### config.mk
export PLATFORM = sky130hd
export DESIGN_NAME = fetch_ctrl
export DESIGN_NICKNAME = d
export VERILOG_FILES = /design/src/rtl/fetch_ctrl.sv
export SDC_FILE = /design/constraint.sdc
export NUM_CORES = 1
export LEC_CHECK = 0
export BUFFER_PORTS_ARGS = -buffer_cell sky130_fd_sc_hd__buf_2
export CAP_MARGIN = 20
export CORE_AREA = 3 3 73 75
export CTS_BUF_LIST = sky130_fd_sc_hd__clkbuf_8
export CTS_CLUSTER_SIZE = 40
export DETAILED_ROUTE_END_ITERATION = 12
export DIE_AREA = 0 0 76 78
export GPL_ROUTABILITY_DRIVEN = 0
export HOLD_SLACK_MARGIN = 0.06
export PLACE_DENSITY = 0.86
export SYNTH_ARGS = -nofsm -noshare
export SYNTH_HDL_FRONTEND = slang
export SYNTH_SLANG_ARGS = --single-unit
### constraint.sdc
create_clock -name clk -period 2.88 [get_ports clk]
set_clock_uncertainty 0.15 [all_clocks]
set_input_delay 0.72 -clock clk [delete_from_list [all_inputs] [get_ports clk]]
set_output_delay 0.72 -clock clk [all_outputs]
set_load 0.01 [all_outputs]
### src/rtl/fetch_ctrl.sv
// ---------------------------------------------------------------------------
// fetch_ctrl: instruction-fetch sequencer between a 256 x 25-bit instruction
// memory (one-cycle registered read) and the decode stage.
//
// Ports:
//   clk, reset          clock, synchronous active-high reset
//   start               begin/resume fetching (honoured in IDLE and HALT only)
//   mem_rd, mem_addr    read strobe / address to instruction memory
//   mem_data            read data, valid the cycle after mem_rd
//   redirect,
//   redirect_pc         load a new PC, killing any in-flight or held fetch
//   inst_valid, inst,
//   inst_pc             fetched word and its address toward decode
//   inst_ready          decode accepts the held word this cycle
//   busy, halted        status: fetching / stopped on the halt opcode
//   fetch_count         number of accepted instructions (wraps)
// ---------------------------------------------------------------------------
module fetch_ctrl #(
   parameter logic [7:0] RESET_PC    = 8'h00,
   parameter logic [4:0] HALT_OPCODE = 5'b11111
) (
   input  logic        clk,
   input  logic        reset,
   input  logic        start,
   output logic        mem_rd,
   output logic [7:0]  mem_addr,
   input  logic [24:0] mem_data,
   input  logic        redirect,
   input  logic [7:0]  redirect_pc,
   output logic        inst_valid,
   input  logic        inst_ready,
   output logic [24:0] inst,
   output logic [7:0]  inst_pc,
   output logic        busy,
   output logic        halted,
   output logic [15:0] fetch_count
);

   typedef enum logic [2:0] {IDLE, REQ, WAIT, HOLD, HALT} state_t;

   state_t     state;
   logic [7:0] pc;
   logic       accept;

   assign mem_rd   = (state == REQ);
   assign mem_addr = pc;
   assign busy     = (state == REQ) || (state == WAIT) || (state == HOLD);
   assign halted   = (state == HALT);
   assign accept   = (state == HOLD) && inst_valid && inst_ready;

   always_ff @(posedge clk) begin
      if (reset) begin
         state       <= IDLE;
         pc          <= RESET_PC;
         inst        <= '0;
         inst_pc     <= '0;
         inst_valid  <= 1'b0;
         fetch_count <= '0;
      end else begin
         // The handshake completes even when a redirect lands in the same
         // cycle; the redirect only decides where fetching goes next.
         if (accept) begin
            fetch_count <= fetch_count + 16'd1;
            inst_valid  <= 1'b0;
         end

         if (redirect) begin
            pc <= redirect_pc;
            if (busy) begin
               // Whatever returns from memory this cycle is simply never latched.
               inst_valid <= 1'b0;
               state      <= REQ;
            end else if (start) begin
               state <= REQ;
            end
         end else begin
            case (state)
               IDLE: if (start) state <= REQ;
               REQ:  state <= WAIT;
               WAIT: begin
                  inst       <= mem_data;
                  inst_pc    <= pc;
                  inst_valid <= 1'b1;
                  pc         <= pc + 8'd1;
                  state      <= HOLD;
               end
               HOLD: begin
                  if (inst_ready)
                     state <= (inst[24:20] == HALT_OPCODE) ? HALT : REQ;
               end
               HALT: if (start) state <= REQ;
               default: state <= IDLE;
            endcase
         end
      end
   end

endmodule

# ---- Word level (Yosys, flattened, before mapping)
# Index checks and enable logic that the tools add are counted.
# Widths: inputs -> output; s select.
dict set report word_totals {
  latchBits 0
  elab_cells 35
  reg_bits 61
  out_inout_bits 61
  mem_count 0
  input_bits 38
  ram_bits 0
  romBits 0
}
dict set report op_classes {
  order_cmp 0
  bitwise_logic 1
  n_reduce_logical 8
  mux 12
  n_eq_ne 6
  div_mod_pow 0
  n_addsub 2
  n_mul 0
  n_shift 0
}
# cell count
set ops {}
lappend ops {{$add 16x1->16 const B} 1}
lappend ops {{$mux 8} 2}
lappend ops {{$mux 3} 5}
lappend ops {{$pmux 3 s4} 1}
lappend ops {{$add 8x1->8 const B} 1}
lappend ops {{$eq 3x2->1 const B} 2}
lappend ops {{$eq 5x5->1 const B} 1}
lappend ops {{$mux 1} 4}
lappend ops {{$eq 3x1->1 const B} 1}
lappend ops {{$eq 3x3->1 const B} 1}
lappend ops {{$logic_not 3->1} 1}
lappend ops {{$ne 3x3->1 const B} 1}
lappend ops {{$logic_and 1x1->1} 2}
lappend ops {{$logic_or 1x1->1} 2}
lappend ops {{$reduce_and 2->1} 1}
lappend ops {{$reduce_bool 2->1} 1}
lappend ops {{$reduce_or 2->1} 1}
lappend ops {{$not 1->1} 1}

# ---- Longest topological paths before layout
dict set report depth {
  depth_word 6
  depth_mapped 6
  ltp_nobuf 5
}

# ---- Least setup slack after synthesis
# Ideal clock, no wire load.
dict set report synth_timing {
  path_kind {input port to flip-flop}
  startpoint {input inst_ready}
  endpoint {register fetch_count[13]}
  arrival_ns 1.829
  cell_stages 5
  setup_ns 0.070
  slack_ns 0.830
  required_ns 2.660
  path_buffers 1
  cell_sequence {nand4b_1 -> or2_1 -> buf_6 -> or4_1 -> a21oi_1}
}
dict set report synth_via {
  elab_chain_cells 1
}
# element line_no
set synth_rtl {}
lappend synth_rtl {{start: declaration} 31} ;# input logic inst_ready,
lappend synth_rtl {{$logic_and 1x1->1} 49} ;# assign accept = (state == HOLD) && inst_valid && inst_ready;
lappend synth_rtl {{end signal: assignment} 63} ;# fetch_count <= fetch_count + 16'd1;
lappend synth_rtl {{end: declaration} 36} ;# output logic [15:0] fetch_count
# Every way passes these cells.
# A chain may end at the register's enable or synchronous reset.

# ---- Worst setup path in the final report
dict set report layout_timing {
  startpoint {register state[2]}
  endpoint {output halted}
}
dict set report layout_via {
  elab_chain_cells 1
}
# element line_no
set layout_rtl {}
lappend layout_rtl {{start: declaration} 41} ;# state_t state;
lappend layout_rtl {{start signal: assignment} 89} ;# state <= (inst[24:20] == HALT_OPCODE) ? HALT : REQ;
lappend layout_rtl {{$eq 3x3->1} 48} ;# assign halted = (state == HALT);
lappend layout_rtl {{end: declaration} 35} ;# output logic halted,
# Every way passes these cells.

==> impl_metrics.tcl <==
set metrics [dict create \
    critPathBufInv 2 \
    drt_iter0_markers 101 \
    p_sw_mw 0.3963 \
    cpMaxStageDelayCell "dfxtp_1" \
    maxUsedRoutingLayer "met4" \
    synth_nets 351 \
    combPwrFrac_pct 7.1 \
    synth_area_um2 2554 \
    clkPwrFrac_pct 41.9 \
    report.final.hold_viol_count 0 \
    drt-total-wl_mm 6.235 \
    unrepaired_setup_endpoints_after_global_routing "false" \
    internal_power_mw 1.340 \
    worst_skew_pair_latency_ps 330 \
    fmax_ghz 0.4412 \
    critPathMaxStageDelay_ps 550 \
    outcome "complete, no violations" \
    post-route-util_pct 69.62 \
    first_global_vias 2449 \
    htreeDepth 3 \
    post_synth.cell_area_avg_um2 8.211 \
    cts_made_buffers 9 \
    start_to_end_type_of_the_worst_setup_path "reg2out" \
    worst_slew_pin_slew_ps 785.5 \
    whs_path_depth 2 \
    wl_met2_mm 2.881 \
    port_buffers 98 \
    place.detailed.hpwl_mm 4.491 \
    final_design_area_no_fill_um2 3288 \
    mostFrequentLayoutCell "buf_2" \
    cp_num_cells 3 \
    first_pass_iters 4 \
    power.density_nw_per_um2 528.0 \
    groute.usage.overall_pct 22.15 \
    reg2reg_to "fetch_count[15]" \
    avgViaCountPerCell 5.338 \
    cp_cell_sequence "inv_1, nor3_1, buf_2" \
    yosys_register_bits 61 \
    clk_path_buf_depth 2 \
    die_w_um 76 \
    timing.critical_path.from_type "register" \
    finalWorstPathRequiredPeriod_ps 2267 \
    tritoncts "done" \
    share_of_the_yosys_chip_area_belonging_to_registers_pct 47.82 \
    cts_root_buf "clkbuf_8" \
    synthCells 311 \
    count_of_nets_after_finishing 446 \
    critical_path_peak_fanout 11 \
    globalRouteOverflowTotal 0 \
    fp.dieArea_um2 5928 \
    r2r_start "state[0]" \
    placementRows 25 \
    die_height_um 78 \
    min-delay-start "inst[2]" \
    post_route_cells_drive_above_1_share_pct 30.00 \
    cts_num_sinks 61 \
    reg2reg_depth 4 \
    drt_drc_violations_left 0 \
    cts_hold_repair.buffers 0 \
    worstPathArrival_ps 1400 \
    detailroute.via_count 2546 \
    area_growth_pct 28.76 \
    critical-path-top-delay-family "flip-flops" \
    number_of_antenna_violations_at_the_first_check_in_global_routing 0 \
    holdCritPathClass "reg2reg" \
    number_of_primary_i_o_pins 99 \
    yosysTopAreaCell "dfxtp_1" \
    final-max-slew-violation-count 0 \
    hold_path_end "inst[2]" \
    grt_first_pass_wirelength_mm 10.72 \
    pin_count_of_the_biggest_net_entering_global_routing 43 \
    start_util_pct 54.07 \
    diodes 0 \
    critPathCaptureType "output pin" \
    cts_post_setup_buffers_inserted 0 \
    detailed_routed_wire_length_on_met3_um 626 \
    ys_warn_count 0 \
    cts.clk_slew.worst_paths_ps 60 \
    cts_resized 0 \
    power_mw 1.736 \
    tns_ps 0 \
    wl_met1_mm 2.615 \
    seq_power_share_pct 51.0 \
    final_report_setup_violation_count 0 \
    top_library_cells_by_usage_in_the_layout_fill_and_taps_aside "98 x buf_2, 77 x nand2_1, 61 x dfxtp_1" \
    antenna_violating_nets_post_route 0 \
    drv_cap 0 \
    placedInstanceArea_um2 3092 \
    critPathRequiredTime_ps 2010 \
    relSlewSlack_pct 47.64 \
    swShare_pct 22.82 \
    synth.top_cell.area_share_pct 47.82 \
    routed_wire_length_per_instance_um 13.07 \
    power_leakage_nw 1.378 \
    synth_top_area_cells "dfxtp_1 48%, nand2_1 11%, a21oi_1 8.6%, xor2_1 3.1%, nor2_1 2.8%" \
    ir_drop_uv 297.2 \
    synth.distinct_cells 41 \
    setup.reg_to_reg.worst_slack_ps 750 \
    final_period_util_pct 78.71 \
    core_area_um2 4723 \
]
flip-flops by register name, indices dropped and copies added, names as in the netlist:
name / count
inst: 25
state: 3
mem_addr: 8
fetch_count: 16
inst_valid: 1
inst_pc: 8
kinds of logic (layout without fill, tap and decap cells):
family          count (synthesis)  count (layout)  synth area share (%)
compound gates                 69              69                 15.68
xor+xnor                       14              14                 4.802
fa+ha+maj                       2               2                0.9798
buf+inv                        24             123                 4.115
flops                          61              61                 47.82
mux                             1               1                0.3920
simple gates                  140             140                 26.21
routing by layer:
layer / global-route usage (%) / vias to the layer above
li1: - / 1258
met1: 24.87 / 1175
met2: 37.06 / 101
met3: 7.425 / 12
met4: 12.32 / 0
met5: 0 / -
worst register-to-register path: cells and delay by family, from the launching register on:
| family | cells | cell delay [ps] |
|---|---|---|
| AND/OR/NAND/NOR | 3 | 1140 |
| flip-flops | 1 | 600 |
| AO/OA/AOI/OAI | 1 | 160 |
power groups by stage:
stage	Combinational, mW	Clock (mW)	Sequential [mW]
2_1_floorplan	0.0631	0	0.902
3_3_place_gp	0.121	0	0.902
3_5_place_dp	0.125	0	0.903
4_1_cts	0.125	0.741	0.884
5_1_grt	0.138	0.778	0.888
6_report	0.124	0.727	0.885
final cells by class:
cell class / count / area, µm²
Fill cell: 387 / 1435
Inverter: 5 / 18.77
Multi-Input combinational cell: 226 / 1227
Clock inverter: 1 / 3.754
Sequential cell: 61 / 1221
Clock buffer: 14 / 192.7
Timing Repair Buffer: 103 / 540.5
Tap cell: 67 / 83.83
stage by stage:
step	setup WS (ps)	hold WS, ps	instances
floorplan	830.2	330.5	311
global placement	635.5	288.3	462
detailed placement	569.0	293.2	462
CTS	601.0	301.9	477
global route	450.6	320.1	477
finish	613.2	300.9	477
Yosys cell counts:
cell / instances
nand2_1: 77
dfxtp_1: 61
a21oi_1: 44
nor2_1: 19
clkbuf_1: 12
nand3_1: 9
xor2_1: 9
a211oi_1: 6
nand4_1: 6
o21ai_0: 6
buf_2: 5
xnor2_1: 5
inv_1: 4
o31ai_1: 4
or3_1: 4
or4_1: 4
and3_1: 3
nand4b_1: 3
nor3_1: 3
a221oi_1: 2
ha_1: 2
nand2b_1: 2
nor3b_1: 2
o22ai_1: 2
a211oi_2: 1
a21boi_0: 1
a21o_1: 1
a311oi_1: 1
and4_1: 1
and4b_1: 1
buf_6: 1
clkbuf_2: 1
clkinv_1: 1
mux2i_1: 1
nand3_2: 1
nor2_2: 1
nor3b_4: 1
nor4_2: 1
o2111ai_1: 1
or2_1: 1
or3b_4: 1
how the worst max path moves through the flow:
stage                    start              end  slack (ps)
finish                state[2]           halted         610
global route          state[2]           halted         450
CTS                   state[2]           halted         600
detailed placement  inst_ready  fetch_count[15]         570
global placement    inst_ready  fetch_count[13]         640
floorplan           inst_ready  fetch_count[13]         830
No activity file was read; power rests on OpenSTA's default activity.
